===== config.mk =====
export PLATFORM = sky130hd
export DESIGN_NAME = s_array_reader
export DESIGN_NICKNAME = d
export VERILOG_FILES = /design/src/rtl/s_array_reader.sv
export SDC_FILE = /design/constraint.sdc
export NUM_CORES = 1
export LEC_CHECK = 0
export BUFFER_PORTS_ARGS = -buffer_cell sky130_fd_sc_hd__buf_2
export CAP_MARGIN = 25
export CELL_PAD_IN_SITES_DETAIL_PLACEMENT = 0
export CELL_PAD_IN_SITES_GLOBAL_PLACEMENT = 2
export CORE_MARGIN = 4
export CORE_UTILIZATION = 30
export DETAILED_ROUTE_END_ITERATION = 16
export GPL_ROUTABILITY_DRIVEN = 0
export MAX_ROUTING_LAYER = met4
export PLACE_DENSITY_LB_ADDON = 0.1
export SLEW_MARGIN = 20
export SYNTH_ARGS = -nofsm -noshare
export SYNTH_HDL_FRONTEND = slang
export SYNTH_SLANG_ARGS = --single-unit

===== constraint.sdc =====
create_clock -name clk -period 1.51 [get_ports clk]
set_input_delay 0.0755 -clock clk [delete_from_list [all_inputs] [get_ports clk]]
set_output_delay 0.0755 -clock clk [all_outputs]
set_load 0.1 [all_outputs]

===== src/rtl/s_array_reader.sv =====
// S-array read/check engine: reads all 256 entries once per start and counts entries with s[i] != i.
// Defining S_READER_CHECKSUM_EN adds a modulo-256 checksum output over the data read in the current pass.
module s_array_reader #(
    parameter int READ_LATENCY = 1
) (
    input  logic       clk,
    input  logic       master_reset_n,
    input  logic       start,
    input  logic [7:0] mem_q,
    output logic [7:0] address_out,
    output logic       read_out,
    output logic       done,
    output logic       pass,
    output logic [8:0] err_count,
    output logic [7:0] first_err_addr
`ifdef S_READER_CHECKSUM_EN
    ,
    output logic [7:0] checksum
`endif
);

    typedef enum logic [2:0] {
        IDLE    = 3'd0,
        ISSUE   = 3'd1,
        WAIT    = 3'd2,
        COMPARE = 3'd3,
        DONE    = 3'd4
    } state_t;

    localparam logic [1:0] WAIT_LAST = 2'(READ_LATENCY - 1);

    state_t     state_r, state_s;
    logic [7:0] index_r, index_s;
    logic [1:0] wait_r, wait_s;
    logic [8:0] err_r, err_s;
    logic [7:0] first_r, first_s;
    logic       read_r, done_r, pass_r;
`ifdef S_READER_CHECKSUM_EN
    logic [7:0] cks_r, cks_s;
`endif

    // Next-state and next-result computation
    always_comb begin
        state_s = state_r;
        index_s = index_r;
        wait_s  = wait_r;
        err_s   = err_r;
        first_s = first_r;
`ifdef S_READER_CHECKSUM_EN
        cks_s   = cks_r;
`endif
        case (state_r)
            IDLE, DONE: begin
                if (start) begin
                    state_s = ISSUE;
                    index_s = 8'd0;
                    err_s   = 9'd0;
                    first_s = 8'd0;
`ifdef S_READER_CHECKSUM_EN
                    cks_s   = 8'd0;
`endif
                end else begin
                    state_s = state_r;
                end
            end
            ISSUE: begin
                state_s = WAIT;
                wait_s  = 2'd0;
            end
            WAIT: begin
                if (wait_r == WAIT_LAST) begin
                    state_s = COMPARE;
                end else begin
                    wait_s = wait_r + 2'd1;
                end
            end
            COMPARE: begin
                if (mem_q != index_r) begin
                    err_s = err_r + 9'd1;
                    if (err_r == 9'd0) begin
                        first_s = index_r;
                    end else begin
                        first_s = first_r;
                    end
                end else begin
                    err_s = err_r;
                end
`ifdef S_READER_CHECKSUM_EN
                cks_s = cks_r + mem_q;
`endif
                // Entry 255 is the last read: the index stays put rather than wrapping to 0
                if (index_r == 8'd255) begin
                    state_s = DONE;
                end else begin
                    state_s = ISSUE;
                    index_s = index_r + 8'd1;
                end
            end
            default: begin
                state_s = IDLE;
            end
        endcase
    end

    // State, result and registered-output update
    always_ff @(posedge clk or negedge master_reset_n) begin
        if (!master_reset_n) begin
            state_r <= IDLE;
            index_r <= 8'd0;
            wait_r  <= 2'd0;
            err_r   <= 9'd0;
            first_r <= 8'd0;
            read_r  <= 1'b0;
            done_r  <= 1'b0;
            pass_r  <= 1'b0;
`ifdef S_READER_CHECKSUM_EN
            cks_r   <= 8'd0;
`endif
        end else begin
            state_r <= state_s;
            index_r <= index_s;
            wait_r  <= wait_s;
            err_r   <= err_s;
            first_r <= first_s;
            read_r  <= (state_s == ISSUE);
            done_r  <= (state_s == DONE);
            pass_r  <= (state_s == DONE) && (err_s == 9'd0);
`ifdef S_READER_CHECKSUM_EN
            cks_r   <= cks_s;
`endif
        end
    end

    assign address_out    = index_r;
    assign read_out       = read_r;
    assign done           = done_r;
    assign pass           = pass_r;
    assign err_count      = err_r;
    assign first_err_addr = first_r;
`ifdef S_READER_CHECKSUM_EN
    assign checksum       = cks_r;
`endif

endmodule

=== After elaboration in Yosys (flattened, before gate mapping) ===
Index checks and enable logic that the tools add are counted.

* Register bits: 33
* Input bits: 11
* Output and inout port bits: 28
* Word-level logic and storage cells: 50

* $add $sub $neg: 3
* Equal/unequal tests: 13
* Multiplexer cells: 15
* Reduce and logical (&&, ||, !) cells: 11

{| class="wikitable"
|+ Operators by type and width
! operator !! number
|-
| 8-bit 2-to-1 mux || 4
|-
| 8-bit case mux with 2 select lines || 2
|-
| 9-bit logical NOT || 2
|-
| 9-bit 2-to-1 mux || 2
|-
| 9-bit case mux with 2 select lines || 1
|-
| 3-bit case mux with 4 select lines || 1
|-
| 2-bit != test, second input constant || 5
|-
| 9-bit by 1-bit adder with 9-bit output, second input constant || 1
|-
| 3-bit 2-to-1 mux || 3
|-
| 8-bit by 1-bit adder with 8-bit output, second input constant || 1
|-
| 8-bit == test, second input constant || 1
|-
| 8-bit != test || 1
|-
| 3-bit by 1-bit == test with 1-bit output, second input constant || 2
|-
| 3-bit by 2-bit == test with 1-bit output, second input constant || 2
|-
| 3-bit == test, second input constant || 2
|-
| 2-bit case mux with 2 select lines || 1
|-
| 4-bit AND reduction || 1
|-
| 2-bit nonzero test || 2
|-
| 3-bit logical NOT || 1
|-
| 3-bit AND reduction || 1
|-
| 2-bit by 1-bit adder with 2-bit output, second input constant || 1
|-
| 2-bit logical NOT || 1
|-
| 2-bit 2-to-1 mux || 1
|-
| 2-bit AND reduction || 1
|-
| 2 further kinds || 2
|}

=== Logic depth before layout (Yosys ltp) ===
Gate-level depths: netlist of the first run.

* Depth after elaboration: 5
* Gate-level depth with buffers: 8
* Mapped depth without buffers: 7

=== Worst setup path after synthesis of the first run ===
Ideal clock, no wire load.

* Path kind: register to register
* Start point: reg err_r[0], in the netlist err_count[0]
* End point: reg pass_r, in the netlist pass
* Library setup time: 0.096 ns
* Arrival: 2.195 ns
* Required time: 1.414 ns
* Path slack: -0.780 ns
* Cell stages (with the launch flop): 8
* Path buffers: 0
* Clock period less this slack: 2.290 ns
* Path through: dfrtp_1 -> ha_1 -> nand3_1 -> o21ai_0 -> nand2_1 -> mux2i_1 -> a41oi_1 -> nor4_2

* Word-level cells in the longest chain between the ends: 5
* Elaborated cells between the ends (all ways): 6
* Classes of those cells: add/sub (1); mux (3); reduce/logical (2)

{| class="wikitable"
|+ Ends and longest elaborated chain
! element !! line !! source
|-
| start: declaration || 35 || <nowiki>logic [8:0] err_r, err_s;</nowiki>
|-
| start signal: assignment || 123 || <nowiki>err_r <= err_s;</nowiki>
|-
| 9-bit by 1-bit adder with 9-bit output || 79 || <nowiki>err_s = err_r + 9'd1;</nowiki>
|-
| 9-bit 2-to-1 mux || 78 || <nowiki>if (mem_q != index_r) begin</nowiki>
|-
| 9-bit case mux with 2 select lines * || 52 || <nowiki>case (state_r)</nowiki>
|-
| 9-bit logical NOT * || 127 || <nowiki>pass_r <= (state_s == DONE) && (err_s == 9'd0);</nowiki>
|-
| 1-bit logical AND * || 127 ||
|-
| end signal: assignment || 127 ||
|-
| end: declaration || 37 || <nowiki>logic read_r, done_r, pass_r;</nowiki>
|}

Every way passes the cells marked *; elsewhere a longest branch is shown, timed or not.
A chain may end at the register's enable or synchronous reset.

=== Worst setup path after layout of the first run ===
* Start point: reg index_r[6], in the netlist address_out[6]
* End point: reg pass_r, in the netlist pass

* Word-level cells in the longest chain between the ends: 5
* Elaborated cells between the ends (all ways): 9
* Classes of those cells: eq/ne (3); mux (4); reduce/logical (2)

{| class="wikitable"
|+ Ends and longest elaborated chain
! element !! line !! source
|-
| start: declaration || 33 || <nowiki>logic [7:0] index_r, index_s;</nowiki>
|-
| start signal: assignment || 121 || <nowiki>index_r <= index_s;</nowiki>
|-
| 8-bit != test || 78 ||
|-
| 9-bit 2-to-1 mux || 78 ||
|-
| 9-bit case mux with 2 select lines || 52 ||
|-
| named net err_s[2] || 35 ||
|-
| 9-bit logical NOT || 127 ||
|-
| 1-bit logical AND || 127 ||
|}

The timed path passes the listed nets, and every way through them passes these cells.

==> metrics, run 1 <==
status complete, but fails checks; failing checks setup timing; Reg area 877 um2; I/O Pins 39; dominant synthesized flop cell dfrtp_1; final setup skew 0.00760 ns; ant diodes 0; Crit path max-delay family simple AND/OR/NAND/NOR gates; grt total ovfl 0; Worst Path Buf+Inv 0; RSZ-0062 raised after global routing true; Critical Path Source address_out[6]; Synth Net Count ~220; Worst-Margin Slew approximately 0.5 ns; initial core utilization a little under a third; Yosys top cell area share ~44%; chip height 86.9 um; clk slew on worst S/H paths approximately 0.07 ns; final number of hold-violating endpoints 0; core area about 0.006 mm2; Final Instance Area 0.00294 mm2; FMAX ~0.59 GHz; Max stage delay on crit path 0.49 ns; CP Depth 6; Hold Crit Class primary input to register; Total Nets Final around 300; Post-synth ARST share 100%; part of the power in registers approximately 24%; max cap viols 0; sequential share of the synthesized area around 44%; Gate power share around 63%; clk sink count 33; Peak VDD IR 1510 uV; crit path kind register to register; worst reg2reg setup slack -0.19 ns; cell count after synthesis 200; layout cells sized above 1 54.3%; routed vias/inst roughly 4.7; Period minus WS final approximately 1.7 ns; vias in the first global route ~1800; Mean Syn Cell Area between 9 and 10 um2; FF+latch count, synth 33; final setup vio count 24; fill count just under 600; RR Startpoint address_out[6]; drt drc 0; Rows 28; Relative slew margins about two thirds; Clock Latency Late Sink approximately 0.28 ns; number of routed nets with antenna violations 0; dpl ws -0.276 ns; total number of vias 1738; Post-DP HPWL 4.04 mm; Power Internal 2.68 mW; period utilisation layout 112%; Synth Warn # 0; largest net degree at the start of global routing 19; worst path cell trace xnor2_1 -> nand4_2 -> o21ai_4 -> nor2_2 -> a22o_1 -> nor4_2; crit-path max FO 3; total CTS buffers 5; # port buffers 38; CTS tree yes; Yosys top cell by area dfrtp_1; Power Total approximately 5 mW; Worst setup SP type register; die area roughly 0.0075 mm2; # H-tree levels 2; Power Density approximately 1700 mW/mm2; Critical Path Slowest Stage Cell dfrtp_4; cells on worst reg2reg path 6; Distinct cells, synth 40; GRT Util Overall around 16%; Routed WL roughly 5.4 mm; Synth-to-Final Area Change 57.8%; Worst setup EP type register; Static Leak around 1.3 nW; Root Buffer clkbuf_8; Mapped Area ~0.0019 mm2; final count of pins violating max slew 0; multi-input logic area 0.00110 mm2; Clk pwr share roughly an eighth; WL/cell approximately 15 um; CP Capture Point pass; Layout Utilization approximately half; Synth area leaders dfrtp_1 44%, mux2i_1 5.9%, xnor2_1 4.7%; Net Sw Power about 2.5 mW; first-pass GRT wire length a little under 9 mm; DP Area about 0.0025 mm2; Switching Fraction 47.8%; critical path required time between 1.5 and 2 ns; CTS max path bufs 2; WP data arrival 1.89 ns; FF-to-FF End pass; Iteration-0 DRC Markers 84; Post-synth EDFFs 0; PnR worst setup slack -0.187 ns; initial antenna violation count 0; First-pass DRT Iterations 5; die width ~87 um
worst reg2reg max path: cells and delay by family (launching register included):
kind            cells  cell delay [ns]
flops               1             0.49
xor+xnor            1             0.18
compound gates      2             0.44
simple gates        3             0.51
power groups by stage:
stage	logic, mW	registers (mW)	clock network, mW
after detailed placement	2.67	1.24	0
after global placement	2.63	1.23	0
after floorplan	0.947	2.20	0
after global routing	3.41	1.26	0.746
after CTS	3.02	1.23	0.700
final	3.22	1.24	0.674
synth_stat cells (2+ instances only):
| cell type | instances |
|---|---|
| dfrtp_1 | 33 |
| nand2_1 | 21 |
| inv_1 | 20 |
| o21ai_0 | 17 |
| nor2_1 | 16 |
| nand3_1 | 14 |
| mux2i_1 | 11 |
| xnor2_1 | 10 |
| buf_2 | 4 |
| ha_1 | 4 |
| xor2_1 | 4 |
| a21oi_1 | 3 |
| buf_6 | 3 |
| nand2b_1 | 3 |
| nand4_1 | 3 |
| a22o_1 | 2 |
| and3_1 | 2 |
| buf_4 | 2 |
| clkbuf_1 | 2 |
| nand4_2 | 2 |
| nor2b_1 | 2 |
| nor3_1 | 2 |
| o211ai_1 | 2 |
| xnor2_2 | 2 |
how the worst min path moves through the flow:
stage,start,endpoint,slack (ns),cells after the start
after global routing,start,done,0.14,3
after CTS,start,done,0.11,3
after floorplan,master_reset_n,address_out[7],-0.22,0
final,start,done,0.13,3
after global placement,master_reset_n,address_out[2],0.02,1
after detailed placement,master_reset_n,address_out[2],0.03,1
metal layers:
layer / up-vias / GRT usage, % / routed length [um]
met4: 0 / 4.53 / 54
met2: 24 / 24.7 / 2720
li1: 858 / - / -
met1: 851 / 20.8 / 2520
met3: 5 / 3.41 / 154
met5: - / - / 0
sequential cells by signal (all words and copies together), names as in the netlist:
name / flops
wait_r: 2
address_out: 8
done: 1
read_out: 1
first_err_addr: 8
err_count: 9
state_r: 3
pass: 1
cell usage in the layout (no fill, tap or decap), drive strengths merged, types with 4 or more instances in the layout:
cell type  count
buf           96
clkbuf         7
dfrtp         33
ha             4
inv           20
mux2i         11
nand2         21
nand3         14
nand4          5
nor2          16
o21ai         19
xnor2         12
xor2           4
stage by stage:
step | TNS, ns | instances | hold slack (ns)
floorplan | -5.57 | 200 | -0.220
global placement | -2.47 | 346 | 0.0212
finish | -2.61 | 368 | 0.130
CTS | -2.99 | 360 | 0.110
detailed placement | -3.38 | 346 | 0.0303
global route | -4.18 | 368 | 0.144
cell families (layout without fill, tap and decap cells):
group / Yosys count / after routing / share of synthesized area (%)
adders and majority gates: 4 / 4 / 2.68
xor gates and xnor gates: 16 / 16 / 8.32
and+or+nand+nor: 72 / 72 / 19.7
buffers and inverters: 31 / 124 / 8.12
AOI/OAI and AO/OA: 33 / 33 / 11.1
muxes: 11 / 11 / 5.90
DFF: 33 / 33 / 44.3
final cells by class:
type,count,area share (%)
multi-input cells,136,37.2
flip-flops and latches,33,29.8
repair buffers,97,24.3
well taps,75,3.19
inverters,20,2.55
clock buffers,7,2.93
timing repair:
item | in CTS | in global routing
resized for setup | 32 | 26
endpoints found under the setup margin | 25 | 26
buffers inserted | 7 | 9
hold endpoints to repair | 15 | 0
hold buffers | 1 | 0
pin swaps | 16 | 14
No activity file was read; power rests on OpenSTA's default activity.
==> run 2, diff against run 1 <==
CTS_BUF_LIST = sky130_fd_sc_hd__clkbuf_16   (was unset)
==> metrics, run 2 (synthesized netlist as in run 1, its figures left out) <==
Power Total ~5.3 mW; clk sink count 33; Relative slew margins 67.4%; failing checks setup timing; Rows 28; most common cell after layout, fill and taps aside buf_4; WL/cell approximately 15 um; crit path kind register to register; final number of hold-violating endpoints 0; ant diodes 0; vias in the first global route approximately 1800; layout cells sized above 1 between 50 and 60%; grt total ovfl 0; drt drc 0; final count of pins violating max slew 0; total CTS buffers 5; period utilisation layout 112%; total number of vias between 1500 and 2000; # port buffers 38; Critical Path Slowest Stage Cell dfrtp_4; clk slew on worst S/H paths ~0.05 ns; final setup vio count 20; Max stage delay on crit path about 0.43 ns; chip height a little under 90 um; RSZ-0062 raised after global routing true; part of the power in registers 23.7%; critical path required time roughly 1.7 ns; Hold Crit Class primary input to register; core area roughly 0.0060 mm2; die area roughly 0.0075 mm2; Root Buffer clkbuf_16; I/O Pins 39; Clk pwr share roughly 18%; First-pass DRT Iterations 4; DP Area about 0.0025 mm2; most frequent cells in the layout 48 x buf_4, 38 x buf_2, 21 x inv_1; Routed WL 5.32 mm; Static Leak ~1.4 nW; initial antenna violation count 0; final hold slack approximately 0.14 ns; worst reg2reg setup slack -0.18 ns; post-route setup TNS -2.07 ns; Synth-to-Final Area Change 57.6%; crit-path max FO 5; Iteration-0 DRC Markers between 60 and 70; Final Instance Area between 0.002 and 0.003 mm2; max cap viols 0; PnR worst setup slack -0.179 ns; Power Density roughly 1800 mW/mm2; Reg area 877 um2; Period minus WS final ~1.7 ns; CTS max path bufs 2; max FFs per register 9; multi-input logic area around 0.0011 mm2; Worst-Margin Slew around 0.49 ns; final setup skew 0.00464 ns; worst path cell trace buf_4 -> and3_1 -> o2111a_1 -> mux2i_1 -> a41oi_1 -> nor4_2; Gate power share 58.6%; GRT Util Overall between 15 and 20%; first-pass GRT wire length 8.81 mm; CTS tree yes; Net Sw Power about 2.4 mW; Power Internal 2.84 mW; routed vias/inst approximately 4.7; # H-tree levels 2; fill count 560; Clock Latency Late Sink around 0.27 ns; Peak VDD IR roughly 1500 uV; WP data arrival 1.87 ns; initial core utilization 31.1%; Total Nets Final 307; FMAX 0.592 GHz; Worst setup SP type register; Worst setup EP type register; status complete, but fails checks; number of routed nets with antenna violations 0; largest net degree at the start of global routing 19; Post-DP HPWL about 4 mm; Switching Fraction between 40 and 50%; die width around 87 um
## run 2: cell count changes in the layout (fill, tap and decap cells not counted), moves of 2 or more
cell       previous run  this run
buf_6                10         5
clkbuf_16             0         5
nand3_2               5         3
clkbuf_8              6         0
nand2_2               5         2
nand2_1              16        19
nand3_1               8        10
o21ai_0              10        12
buf_4                45        48
## run 2: stage by stage
step | std cells | setup slack, ns | utilization [%]
floorplan | 200 | -0.346 | -
finish | 367 | -0.179 | 49.1
CTS | 358 | -0.195 | 46.9
global route | 367 | -0.266 | 49.1
detailed placement | 346 | -0.276 | 41.6
global placement | 346 | -0.200 | 41.6
## run 2: power by group through the flow
stage	Sequential [mW]	Clock (mW)	Combinational, mW
after floorplan	2.20	0	0.947
after global placement	1.23	0	2.63
after detailed placement	1.24	0	2.67
after CTS	1.24	0.958	2.96
after global routing	1.27	1.01	3.28
final	1.25	0.932	3.08
## run 2: repair_timing
| item | CTS | global route |
|---|---|---|
| endpoints found under the setup margin | 25 | 26 |
| pin swaps | 8 | 8 |
| buffers inserted | 4 | 9 |
| hold buffers | 1 | 0 |
| endpoints found under the hold margin | 15 | 0 |
| resized for setup | 28 | 13 |
## run 2: path summary, 6_finish.rpt
path,cells past startpoint,to,from
min reg2reg,2,first_err_addr[0],first_err_addr[0]
min,3,done,start
min in group asynchronous,2,address_out[2],master_reset_n
max reg2reg,6,pass,err_count[1]
max,6,pass,err_count[1]
max in group asynchronous,3,address_out[1],master_reset_n
## run 2: per-layer routing
layer | vias up | wire [um] | global-route usage (%)
met5 | - | 0 | -
met4 | 0 | 25 | 3.68
met3 | 2 | 114 | 3.69
met2 | 22 | 2570 | 24.2
met1 | 836 | 2620 | 20.8
li1 | 858 | - | -
## run 2: layout make-up
class,instances,area share [%]
Clock buffer,5,4.26
Timing Repair Buffer,96,23.4
Tap cell,75,3.19
Inverter,20,2.55
Multi-Input combinational cell,136,36.6
Sequential cell,33,29.8
Clock inverter,2,0.255
## run 2: worst max-delay path, delay by kind of cell, from the launching register on
family / cells / cell delay [ns]
and+or+nand+nor: 2 / 0.49
DFF: 1 / 0.43
AOI/OAI and AO/OA: 2 / 0.38
muxes: 1 / 0.19
buffers and inverters: 1 / 0.11
==> run 3, diff against run 2 <==
CORE_MARGIN = 2   (was 4)
CORE_UTILIZATION = 35   (was 30)
SLEW_MARGIN = 15   (was 20)
clock period = 2.1 ns   (was 1.51 ns; I/O delays follow)
==> metrics, run 3 (synthesized netlist as in run 1, its figures left out) <==
worst reg2reg setup slack 0.25 ns; most common cell after layout, fill and taps aside buf_2; Post-DP HPWL between 3 and 4 mm; chip height slightly below 80 um; WL/cell approximately 15 um; # Post-CTS Setup Buffers 0; dpl ws ~0.16 ns; Routed WL 4.64 mm; drt drc 0; Min-Delay Endpoint done; number of routed nets with antenna violations 0; crit path kind register to register; I/O Pins 39; total CTS buffers 5; Iteration-0 DRC Markers between 70 and 80; FF-to-FF End first_err_addr[5]; layout cells sized above 1 a little under a third; period utilisation layout about nine tenths; grt total ovfl 0; FMAX 0.540 GHz; PnR worst setup slack ~0.25 ns; hold path startpoint start; Peak VDD IR ~780 uV; final setup skew around 0.0015 ns; Hold Crit Class primary input to register; RSZ-0062 raised after global routing false; final setup vio count 0; final number of hold-violating endpoints 0; crit-path max FO 13; first-pass GRT wire length between 7 and 8 mm; WP data arrival approximately 2 ns; Relative slew margins 50.1%; Rows 26; total number of vias 1496; First-pass DRT Iterations 4; Hold Path Cell Cnt 3; fill count around 530; largest net degree at the start of global routing 34; Synth-to-Final Area Change 24.1%; Worst setup SP type register; routed vias/inst around 4.8; die width approximately 77 um; worst path cell trace xnor2_1 -> nand4_2 -> o21ai_4 -> nor2_1 -> a31o_2 -> mux2i_1; initial antenna violation count 0; Critical Path Slowest Stage Cell dfrtp_2; die area between 0.005 and 0.006 mm2; Max stage delay on crit path between 0.4 and 0.5 ns; Worst setup EP type register; initial core utilization ~36%; final count of pins violating max slew 0; most frequent cells in the layout 38 x buf_2, 21 x inv_1, 21 x nand2_1; vias in the first global route about 1500; GRT Util Overall 17.4%; Period minus WS final roughly 1.9 ns; Worst-Margin Slew around 0.75 ns; max FFs per register 9; Clock Latency Late Sink ~0.28 ns; status finished, final reports clean; cells on worst reg2reg path 6; Total Nets Final around 260; RR Startpoint address_out[4]; CTS tree yes; clk sink count 33; final hold slack ~0.15 ns; # H-tree levels 2; Power Density between 1000 and 1500 mW/mm2; # port buffers 38; Static Leak around 1.1 nW; Root Buffer clkbuf_16; clk slew on worst S/H paths 0.05 ns; critical path required time 2.25 ns; max cap viols 0; CTS max path bufs 2; ant diodes 0; core area just over 0.005 mm2
-- run 3: changes by cell type in the layout (fill, tap and decap cells not counted), sizes merged --
cell    before  now
buf         95   45
bufinv       0    1
-- run 3: critical path, delay by kind of cell (launching register included) --
family	cells	cell delay, ns
multiplexers	1	0.16
XOR/XNOR	1	0.22
AO/OA/AOI/OAI	2	0.64
flip-flops	1	0.42
AND/OR/NAND/NOR	2	0.29
-- run 3: worst max-delay path by stage --
stage                   startpoint                end  cells after the start
floorplan             err_count[6]               pass                      6
global placement    address_out[4]  first_err_addr[5]                      6
detailed placement  address_out[0]  first_err_addr[5]                      6
CTS                 address_out[0]  first_err_addr[5]                      6
global route        address_out[0]               pass                      6
finish              address_out[4]  first_err_addr[5]                      6
-- run 3: final cells by class --
| class | count | area [um2] | share of cell area, % |
|---|---|---|---|
| multi-input combinational | 136 | 896 | 38.7 |
| inverter | 20 | 75.1 | 3.24 |
| sequential | 33 | 842 | 36.4 |
| tap | 70 | 87.6 | 3.78 |
| clock inverter | 3 | 37.5 | 1.62 |
| clock buffer | 5 | 125 | 5.40 |
| timing repair buffer | 46 | 253 | 10.9 |
-- run 3: stage by stage --
step	TNS [ns]	instance area [um2]	util (%)	cells	total power [mW]
5_1_grt	0	2320	45.1	313	3.46
2_1_floorplan	-0.0493	1880	-	200	2.19
3_3_place_gp	0	2140	41.6	304	2.43
3_5_place_dp	0	2140	41.6	304	2.44
6_report	0	2320	45.1	313	3.26
4_1_cts	0	2310	44.9	313	3.27
-- run 3: metal layers --
layer | part of all wire, % | vias to the layer above | track usage (%)
li1 | - | 754 | -
met3 | 2.8 | 6 | 4.12
met5 | 0 | - | -
met4 | 1.5 | 0 | 6.43
met2 | 44 | 24 | 24.7
met1 | 52 | 712 | 24.0
-- run 3: where the power goes --
part	switching [mW]	internal, mW
logic	1.16	0.362
registers	0.160	0.762
clock network	0.262	0.551
-- run 3: repair_timing --
action                                  4_1_cts  5_1_grt
endpoints found under the setup margin        0        4
hold buffers                                  1        0
hold endpoints to repair                     33        0
gates resized for setup                       0        1
